`config.mk`:
```
export PLATFORM = sky130hd
export DESIGN_NAME = muldiv32
export DESIGN_NICKNAME = d
export VERILOG_FILES = /design/src/rtl/muldiv32.sv
export SDC_FILE = /design/constraint.sdc
export NUM_CORES = 1
export LEC_CHECK = 0
export CORE_MARGIN = 2
export CORE_UTILIZATION = 50
export DETAILED_ROUTE_END_ITERATION = 10
export DONT_BUFFER_PORTS = 1
export GPL_ROUTABILITY_DRIVEN = 0
export PLACE_DENSITY = 0.68
export SYNTH_ARGS = -nofsm -noshare
export SYNTH_HDL_FRONTEND = slang
export SYNTH_SLANG_ARGS = --single-unit
export TNS_END_PERCENT = 10
```
`constraint.sdc`:
```
create_clock -name clk -period 3.3 [get_ports clk]
set_input_delay 0.33 -clock clk [delete_from_list [all_inputs] [get_ports clk]]
set_output_delay 0.33 -clock clk [all_outputs]
set_load 0.01 [all_outputs]
```
`src/rtl/muldiv32.sv`:
```
// muldiv32: iterative multiply/divide unit that owns the HI/LO register pair.
// It runs MULT/MULTU as shift-add and DIV/DIVU as restoring division.
// Each operation takes one bit per cycle, followed by a sign fix-up cycle.
module muldiv32 #(
  parameter int WIDTH = 32,
  parameter int CNT_W = 6
) (
  input  logic             clk,
  input  logic             rst,
  input  logic             start,
  input  logic [1:0]       op,
  input  logic [WIDTH-1:0] num1,
  input  logic [WIDTH-1:0] num2,
  input  logic             hi_we,
  input  logic             lo_we,
  input  logic [WIDTH-1:0] wdata,
  output logic             busy,
  output logic             done,
  output logic             div_zero,
  output logic [WIDTH-1:0] hi,
  output logic [WIDTH-1:0] lo
);

  typedef enum logic [1:0] {IDLE, CALC, FIX, DONE} state_t;

  state_t state, state_next;
  logic [CNT_W-1:0] cnt;

  // Operand signed views; op[0]=0 selects the signed variants (MULT, DIV).
  logic signed [WIDTH-1:0] num1_s, num2_s;
  logic                    op_signed, launch, div_by_zero;

  // Datapath state: no reset needed, every field is loaded at launch.
  logic                 is_div, sign1, sign2;
  logic [WIDTH-1:0]     mcand;      // multiplicand (mul) or divisor (div) magnitude
  logic [2*WIDTH-1:0]   acc;        // product accumulator; low half is the quotient for div
  logic [WIDTH:0]       rem;        // partial remainder

  // Per-iteration step values and fix-up results.
  logic [WIDTH:0]       mul_sum;
  logic [2*WIDTH-1:0]   mul_next;
  logic [WIDTH+1:0]     div_shift, div_diff;
  logic [2*WIDTH-1:0]   prod_fix;
  logic [WIDTH-1:0]     quo_fix, rem_fix, fix_hi, fix_lo;

  // Magnitude of a possibly signed operand.
  function automatic logic [WIDTH-1:0] magnitude(input logic signed [WIDTH-1:0] v,
                                                 input logic is_signed);
    logic signed [WIDTH-1:0] n;
    n = -v;
    return (is_signed && v[WIDTH-1]) ? n : v;
  endfunction

  // Conditional two's-complement negation, single width.
  function automatic logic [WIDTH-1:0] cond_neg(input logic [WIDTH-1:0] v, input logic neg);
    return neg ? (~v + WIDTH'(1)) : v;
  endfunction

  // Conditional two's-complement negation, double width.
  function automatic logic [2*WIDTH-1:0] cond_neg_wide(input logic [2*WIDTH-1:0] v,
                                                       input logic neg);
    return neg ? (~v + (2*WIDTH)'(1)) : v;
  endfunction

  assign num1_s      = num1;
  assign num2_s      = num2;
  assign op_signed   = ~op[0];
  assign launch      = (state == IDLE) && start;
  assign div_by_zero = op[1] && (num2 == '0);

  // Next-state logic.
  always_comb begin
    state_next = state;
    case (state)
      IDLE:    if (start) state_next = div_by_zero ? DONE : CALC;
      CALC:    if (cnt == CNT_W'(WIDTH - 1)) state_next = FIX;
      FIX:     state_next = DONE;
      DONE:    state_next = IDLE;
      default: state_next = IDLE;
    endcase
  end

  // State register, iteration counter and registered status flags.
  always_ff @(posedge clk or posedge rst) begin
    if (rst) begin
      state    <= IDLE;
      cnt      <= '0;
      busy     <= 1'b0;
      done     <= 1'b0;
      div_zero <= 1'b0;
    end else begin
      state <= state_next;
      busy  <= (state_next == CALC) || (state_next == FIX);
      done  <= (state_next == DONE);
      if (state == CALC) cnt <= cnt + CNT_W'(1);
      else               cnt <= '0;
      if (launch) div_zero <= div_by_zero;
    end
  end

  // One shift-add step and one restoring-division step.
  always_comb begin
    mul_sum   = {1'b0, acc[2*WIDTH-1:WIDTH]} + (acc[0] ? {1'b0, mcand} : {(WIDTH+1){1'b0}});
    mul_next  = {mul_sum, acc[WIDTH-1:1]};
    div_shift = {rem, acc[WIDTH-1]};
    div_diff  = div_shift - {2'b00, mcand};
  end

  // Sign fix-up of the finished product or quotient/remainder.
  always_comb begin
    prod_fix = cond_neg_wide(acc, sign1 ^ sign2);
    quo_fix  = cond_neg(acc[WIDTH-1:0], sign1 ^ sign2);
    rem_fix  = cond_neg(rem[WIDTH-1:0], sign1);
    fix_hi   = is_div ? rem_fix : prod_fix[2*WIDTH-1:WIDTH];
    fix_lo   = is_div ? quo_fix : prod_fix[WIDTH-1:0];
  end

  // Operand latch at launch, then one iteration per CALC cycle.
  always_ff @(posedge clk) begin
    if (launch) begin
      is_div <= op[1];
      sign1  <= op_signed && num1[WIDTH-1];
      sign2  <= op_signed && num2[WIDTH-1];
      rem    <= '0;
      if (op[1]) begin
        mcand <= magnitude(num2_s, op_signed);
        acc   <= {{WIDTH{1'b0}}, magnitude(num1_s, op_signed)};
      end else begin
        mcand <= magnitude(num1_s, op_signed);
        acc   <= {{WIDTH{1'b0}}, magnitude(num2_s, op_signed)};
      end
    end else if (state == CALC) begin
      if (is_div) begin
        if (!div_diff[WIDTH+1]) begin
          rem             <= div_diff[WIDTH:0];
          acc[WIDTH-1:0]  <= {acc[WIDTH-2:0], 1'b1};
        end else begin
          rem             <= div_shift[WIDTH:0];
          acc[WIDTH-1:0]  <= {acc[WIDTH-2:0], 1'b0};
        end
      end else begin
        acc <= mul_next;
      end
    end
  end

  // HI/LO: direct writes only while idle, results committed in FIX.
  always_ff @(posedge clk or posedge rst) begin
    if (rst) begin
      hi <= '0;
      lo <= '0;
    end else if (state == FIX) begin
      hi <= fix_hi;
      lo <= fix_lo;
    end else if (state == IDLE) begin
      if (hi_we) hi <= wdata;
      if (lo_we) lo <= wdata;
    end
  end

endmodule

```
# [After elaboration in Yosys (flattened, before gate mapping)]
# Cells that the tools add are included.
[classes] n_addsub=8 mul=0 n_div=0 order_cmp=0 n_eq_ne=8 shifts=0 mux=27 bitwise_logic=5 n_reduce_logical=15
[op_table] op="2-to-1 mux 32 bit" n=17
[op_table] op="2-to-1 mux 64 bit" n=3
[op_table] op="adder 32 x 1 -> 32 bit, second input constant" n=2
[op_table] op="adder 64 x 1 -> 64 bit, second input constant" n=1
[op_table] op="negator 32 bit" n=2
[op_table] op="inverter 32 bit" n=2
[op_table] op="inverter 64 bit" n=1
[op_table] op="subtractor 34 x 32 -> 34 bit" n=1
[op_table] op="adder 32 x 32 -> 33 bit" n=1
[op_table] op="2-to-1 mux 33 bit" n=1
[op_table] op="logical NOT 32 bit" n=1
[op_table] op="equality test 2 bit, second input constant" n=4
[op_table] op="one-hot mux 2 bit (4 select lines)" n=1
[op_table] op="AND reduction 2 bit" n=4
[op_table] op="nonzero test 2 bit" n=4
[op_table] op="adder 6 x 1 -> 6 bit, second input constant" n=1
[op_table] op="equality test 6 x 5 -> 1 bit, second input constant" n=1
[op_table] op="2-to-1 mux 2 bit" n=3
[op_table] op="2-to-1 mux 6 bit" n=1
[op_table] op="equality test 2 x 1 -> 1 bit, second input constant" n=2
[op_table] op="logical AND 1 bit" n=4
[op_table] op="logical NOT 2 bit" n=1
[op_table] op="inequality test 2 bit, second input constant" n=1
[op_table] op="logical OR 1 bit" n=1
[op_table] op="other kinds (3)" n=3
[totals] register_bits=207 latch_bits=0 ramBits=0 mem_bits_ro=0 in_bits=103 output_inout_bits=67 wordCells=77 n_memories=0

# [Depth between registers and ports, before layout]
[depth] ltp_word=7 depth_mapped=15 ltp_nobuf=13

# [Least setup slack after synthesis]
# OpenSTA, ideal clock, no wires.
[synth_timing] kind="reg-to-reg" from="register is_div" to="register acc[32] (enable)" setup_ps=470 arrival_time_ps=3195 required_ps=2830 setup_slack_ps=-365 stages_incl_launch_ff=4 n_path_buf=2 synth_period_minus_slack_ps=3665 cell_sequence="edfxtp_1 > buf_6 > clkbuf_1 > a211oi_1"
[synth_between] elab_chain_cells=2
[synth_rtl] element="start, declared" line="34" text="logic is_div, sign1, sign2;"
[synth_rtl] element="start signal, assigned" line="121" text="is_div <= op[1];"
[synth_rtl] element="inequality test 2 bit (no line)"
[synth_rtl] element="AND reduction 2 bit (no line)"
[synth_rtl] element="end signal, assigned" line="127" text="acc <= {{WIDTH{1'b0}}, magnitude(num1_s, op_signed)};"
[synth_rtl] element="end signal, assigned" line="130" text="acc <= {{WIDTH{1'b0}}, magnitude(num2_s, op_signed)};"
[synth_rtl] element="end signal, assigned by index" line="136" text="acc[WIDTH-1:0] <= {acc[WIDTH-2:0], 1'b1};"
[synth_rtl] element="end, declared" line="36" text="logic [2*WIDTH-1:0] acc;"
# Every way passes these cells.
# A chain may end at the register's enable or synchronous reset.

# [Final worst setup path]
[layout_timing] from="register acc[16]" to="register hi[23]"
[layout_between] elab_chain_cells=5
[layout_rtl] element="inverter 64 bit" line="62" text="return neg ? (~v + (2*WIDTH)'(1)) : v;"
[layout_rtl] element="adder 64 x 1 -> 64 bit" line="62"
[layout_rtl] element="2-to-1 mux 64 bit" line="62"
[layout_rtl] element="2-to-1 mux 32 bit" line="114" text="fix_hi = is_div ? rem_fix : prod_fix[2*WIDTH-1:WIDTH];"
[layout_rtl] element="2-to-1 mux 32 bit" line="152" text="end else if (state == FIX) begin"
[layout_rtl] element="end signal, assigned" line="153" text="hi <= fix_hi;"
[layout_rtl] element="end signal, assigned" line="156" text="if (hi_we) hi <= wdata;"
[layout_rtl] element="end, declared" line="20" text="output logic [WIDTH-1:0] hi,"
# Every way passes these cells.

==> results.py <==
metrics = {
    "outcome": {
        "status": "complete, no violations",
    },
    "sta": {
        "hold_violations": 0,
        "setup_slack_ns": 0.0237,
        "holdWs_ns": 0.0125,
        "setup_violations": 0,
        "finalCriticalPeriod_ns": 3.28,
        "drv_slew": 0,
        "clock_skew_ns": 0.0234,
        "timing.slew.headroom_pct": 35.4,
        "fmax_mhz": 305,
        "rsz0062_at_grt": "true",
        "worst_pin_slew_ns": 0.968,
        "finalCritPeriodShare_pct": 99.3,
    },
    "floorplan": {
        "dieArea_mm2": 0.0333,
        "row_count": 65,
        "ioPinCount": 170,
        "coreArea_mm2": 0.0315,
        "initial_core_util_pct": 50.7,
        "die_w_um": 183,
        "dieHeight_um": 183,
    },
    "yosys": {
        "avgSynthCellArea_um2": 8.52,
        "synth_area_leaders": "edfxtp_1 19%, dfrtp_1 12%, a21oi_1 6.4%",
        "syn_inst": 1872,
        "ys_ff_latch": 207,
        "synth_top_area_share_pct": 18.6,
        "synth_common_cells": "213 x nor2_1, 205 x a21oi_1, 154 x o21ai_0, 146 x nand2_1, 101 x xnor2_1",
        "synth_ff_type": "edfxtp_1",
        "yosysWarnings": 0,
        "synth_seq_area_share_pct": 34.5,
        "synth.largest_area_cell": "edfxtp_1",
        "synthMostInstantiatedCell": "nor2_1",
        "netlist_area_mm2": 0.0160,
        "syn_nets": 2047,
        "synth_cell_types": 77,
        "ys_async_sr_fraction_pct": 36.2,
        "synth_edf_count": 99,
    },
    "clock_network": {
        "ctsHtreeMaxLevel": 1,
        "clk_latency_ns": 0.54,
        "clkTransAtPathRegs_ns": 0.06,
        "cts_root_buf": "clkbuf_16",
        "tritoncts": "built",
        "numClockSinks": 207,
        "clk_path_buf_depth": 3,
        "cts_buffers": 24,
    },
    "worst_setup_path": {
        "crit_path_end_kind": "flip-flop",
        "slowest_stage": "or4_4",
        "cp-startpoint": "acc[16]",
        "critPathKind": "reg -> reg",
        "critical_path.top_delay_family": "simple AND/OR/NAND/NOR gates",
        "crit_top_cell": "or4_4",
        "path_cells": "or4_4 > or4_4 > or3_4 > nor2b_4 > and2_4 > inv_1 > nor2_2 > mux2_2 > o31ai_1 > buf_4 > a221o_1",
        "worst_setup_path_start_kind": "flip-flop",
        "arrival_ns": 3.68,
        "required_ns": 3.70,
        "worstPathMaxFanout": 4,
        "cp_slowest_stage_delay_ns": 0.59,
        "critPathBufInv": 2,
        "rr_startpoint": "acc[16]",
    },
    "placement": {
        "dp_cells": 2320,
        "port_buffers": 0,
        "dp_hpwl_um": 40800,
        "pre_cts_ws_ns": -0.153,
        "postPlaceCellArea_mm2": 0.0172,
    },
    "grt": {
        "grt_overflow": 0,
        "grt_first_pass_wirelength_um": 80000,
        "grt_pass1_vias": 14100,
        "grt.total_usage_pct": 30.7,
        "antenna_found_initial": 1,
        "grt_max_degree": 92,
    },
    "final_layout": {
        "postLayoutCellArea_mm2": 0.0185,
        "fill_cells": 2786,
        "nets": 2142,
        "drive_above_1_share_pct": 13.8,
        "final_util_pct": 58.7,
        "fin_cells": 2388,
        "syn_to_final_growth_pct": 15.8,
    },
    "hold_path": {
        "hp-class": "in -> reg",
        "min-delay-start": "wdata[6]",
    },
    "drt": {
        "routedWlPerCell_um": 21.9,
        "first_iter_violations": 1532,
        "route.detailed.drc": 0,
        "viasPerCell": 6.24,
        "drt_wl_total_um": 52300,
        "firstDrtPassIters": 6,
        "num_vias": 14900,
        "drtAntennaViolNets": 0,
    },
    "pwr": {
        "leakage_nw": 7.73,
        "power_density_mw_per_mm2": 900,
        "ir_drop_mv": 0.478,
    },
    "job": {
        "cap_viol_max_count": 0,
    },
}
[flip-flops by register name, summed over array words and instances, names as in the netlist, 2 cells and up]
| register | cells |
|---|---|
| rem | 33 |
| mcand | 32 |
| state | 2 |
| cnt | 6 |
| lo | 32 |
| acc | 64 |
| hi | 32 |
[cell families after synthesis]
| family | synth area share, % |
|---|---|
| buffers and inverters | 4.50 |
| flip-flops | 34.5 |
| adder cells (fa/ha/maj) | 5.74 |
| AND/OR/NAND/NOR | 16.5 |
| multiplexers | 6.10 |
| XOR/XNOR | 11.0 |
| AO/OA/AOI/OAI | 21.7 |
[timing repair]
item,CTS,global route
setup buffers,6,3
hold buffers,13,0
setup endpoints to repair,36,54
gates cloned,1,0
pin swaps,7,14
resized for setup,9,53
endpoints found under the hold margin,71,0
[power breakdown]
group,total (mW),switching (mW),internal (mW)
clock network,2.64,1.12,1.52
registers,5.04,1.15,3.89
logic,8.93,4.91,4.02
total,16.6,7.19,9.42
[placed cells by master (no fill, tap or decap), drive strengths merged, types with 7 or more instances in the layout]
cell and n:
o41ai 12, o31ai 41, a21o 23, nand2b 26
clkbuf 33, edfxtp 99, o211ai 11, xor2 99
a21boi 10, o21bai 13, xnor2 101, mux2i 95
or4 12, and2 14, nand2 146, ha 70
o21ai 157, a211oi 9, o221ai 7, a31oi 14
a22oi 13, inv 72, dlygate4sd3 13, nor3 25
nand4 7, nor4 14, and3 10, buf 154
nand3 28, dfrtp 75, clkinv 9, dfxtp 33
a221oi 12, a21oi 205, nor2 213, or3 23
nor2b 15
[metrics by stage]
| stage | setup TNS [ns] | total power [mW] |
|---|---|---|
| 2_1_floorplan | -0.00882 | 10.3 |
| 3_3_place_gp | -0.0680 | 13.0 |
| 3_5_place_dp | -1.94 | 13.3 |
| 4_1_cts | -0.0375 | 16.1 |
| 5_1_grt | -0.316 | 17.7 |
| 6_report | 0 | 16.6 |
[layer usage]
metal  share of wire [%]  vias to the layer above  wire length (µm)  global-route usage, %
met1                  43                     7213             22700                   44.1
met2                  44                      675             22900                   47.4
met5                   0                        -                 0                      0
met3                 9.7                       71              5100                   5.19
met4                 3.1                        0              1610                   9.26
li1                    -                     6951                 -                      -
[layout make-up]
| class | count | area, µm² | share of cell area (%) |
|---|---|---|---|
| clock buffers | 33 | 674 | 3.65 |
| multi-input cells | 1494 | 10000 | 54.3 |
| flip-flops and latches | 207 | 5510 | 29.8 |
| inverters | 73 | 275 | 1.49 |
| repair buffers | 167 | 1360 | 7.38 |
| diodes | 1 | 2.50 | 0.0136 |
| clock inverters | 11 | 104 | 0.562 |
| well taps | 402 | 503 | 2.72 |
[final timing paths]
path | endpoint | slack, ns | cells past startpoint
min in group asynchronous | lo[11] | 0.45 | 2
max in group asynchronous | hi[29] | 2.01 | 3
worst min-delay path | lo[6] | 0.01 | 2
worst max register to register | hi[23] | 0.02 | 11
worst max-delay path | hi[23] | 0.02 | 11
worst min register to register | cnt[0] | 0.46 | 1
[worst reg2reg max path, delay by kind of cell, from the launching register on]
family	cells	cell delay, ns
AND/OR/NAND/NOR	6	1.94
flip-flops	1	0.40
AO/OA/AOI/OAI	2	0.38
buffers and inverters	2	0.26
multiplexers	1	0.18
(Power assumes the default switching activity.)
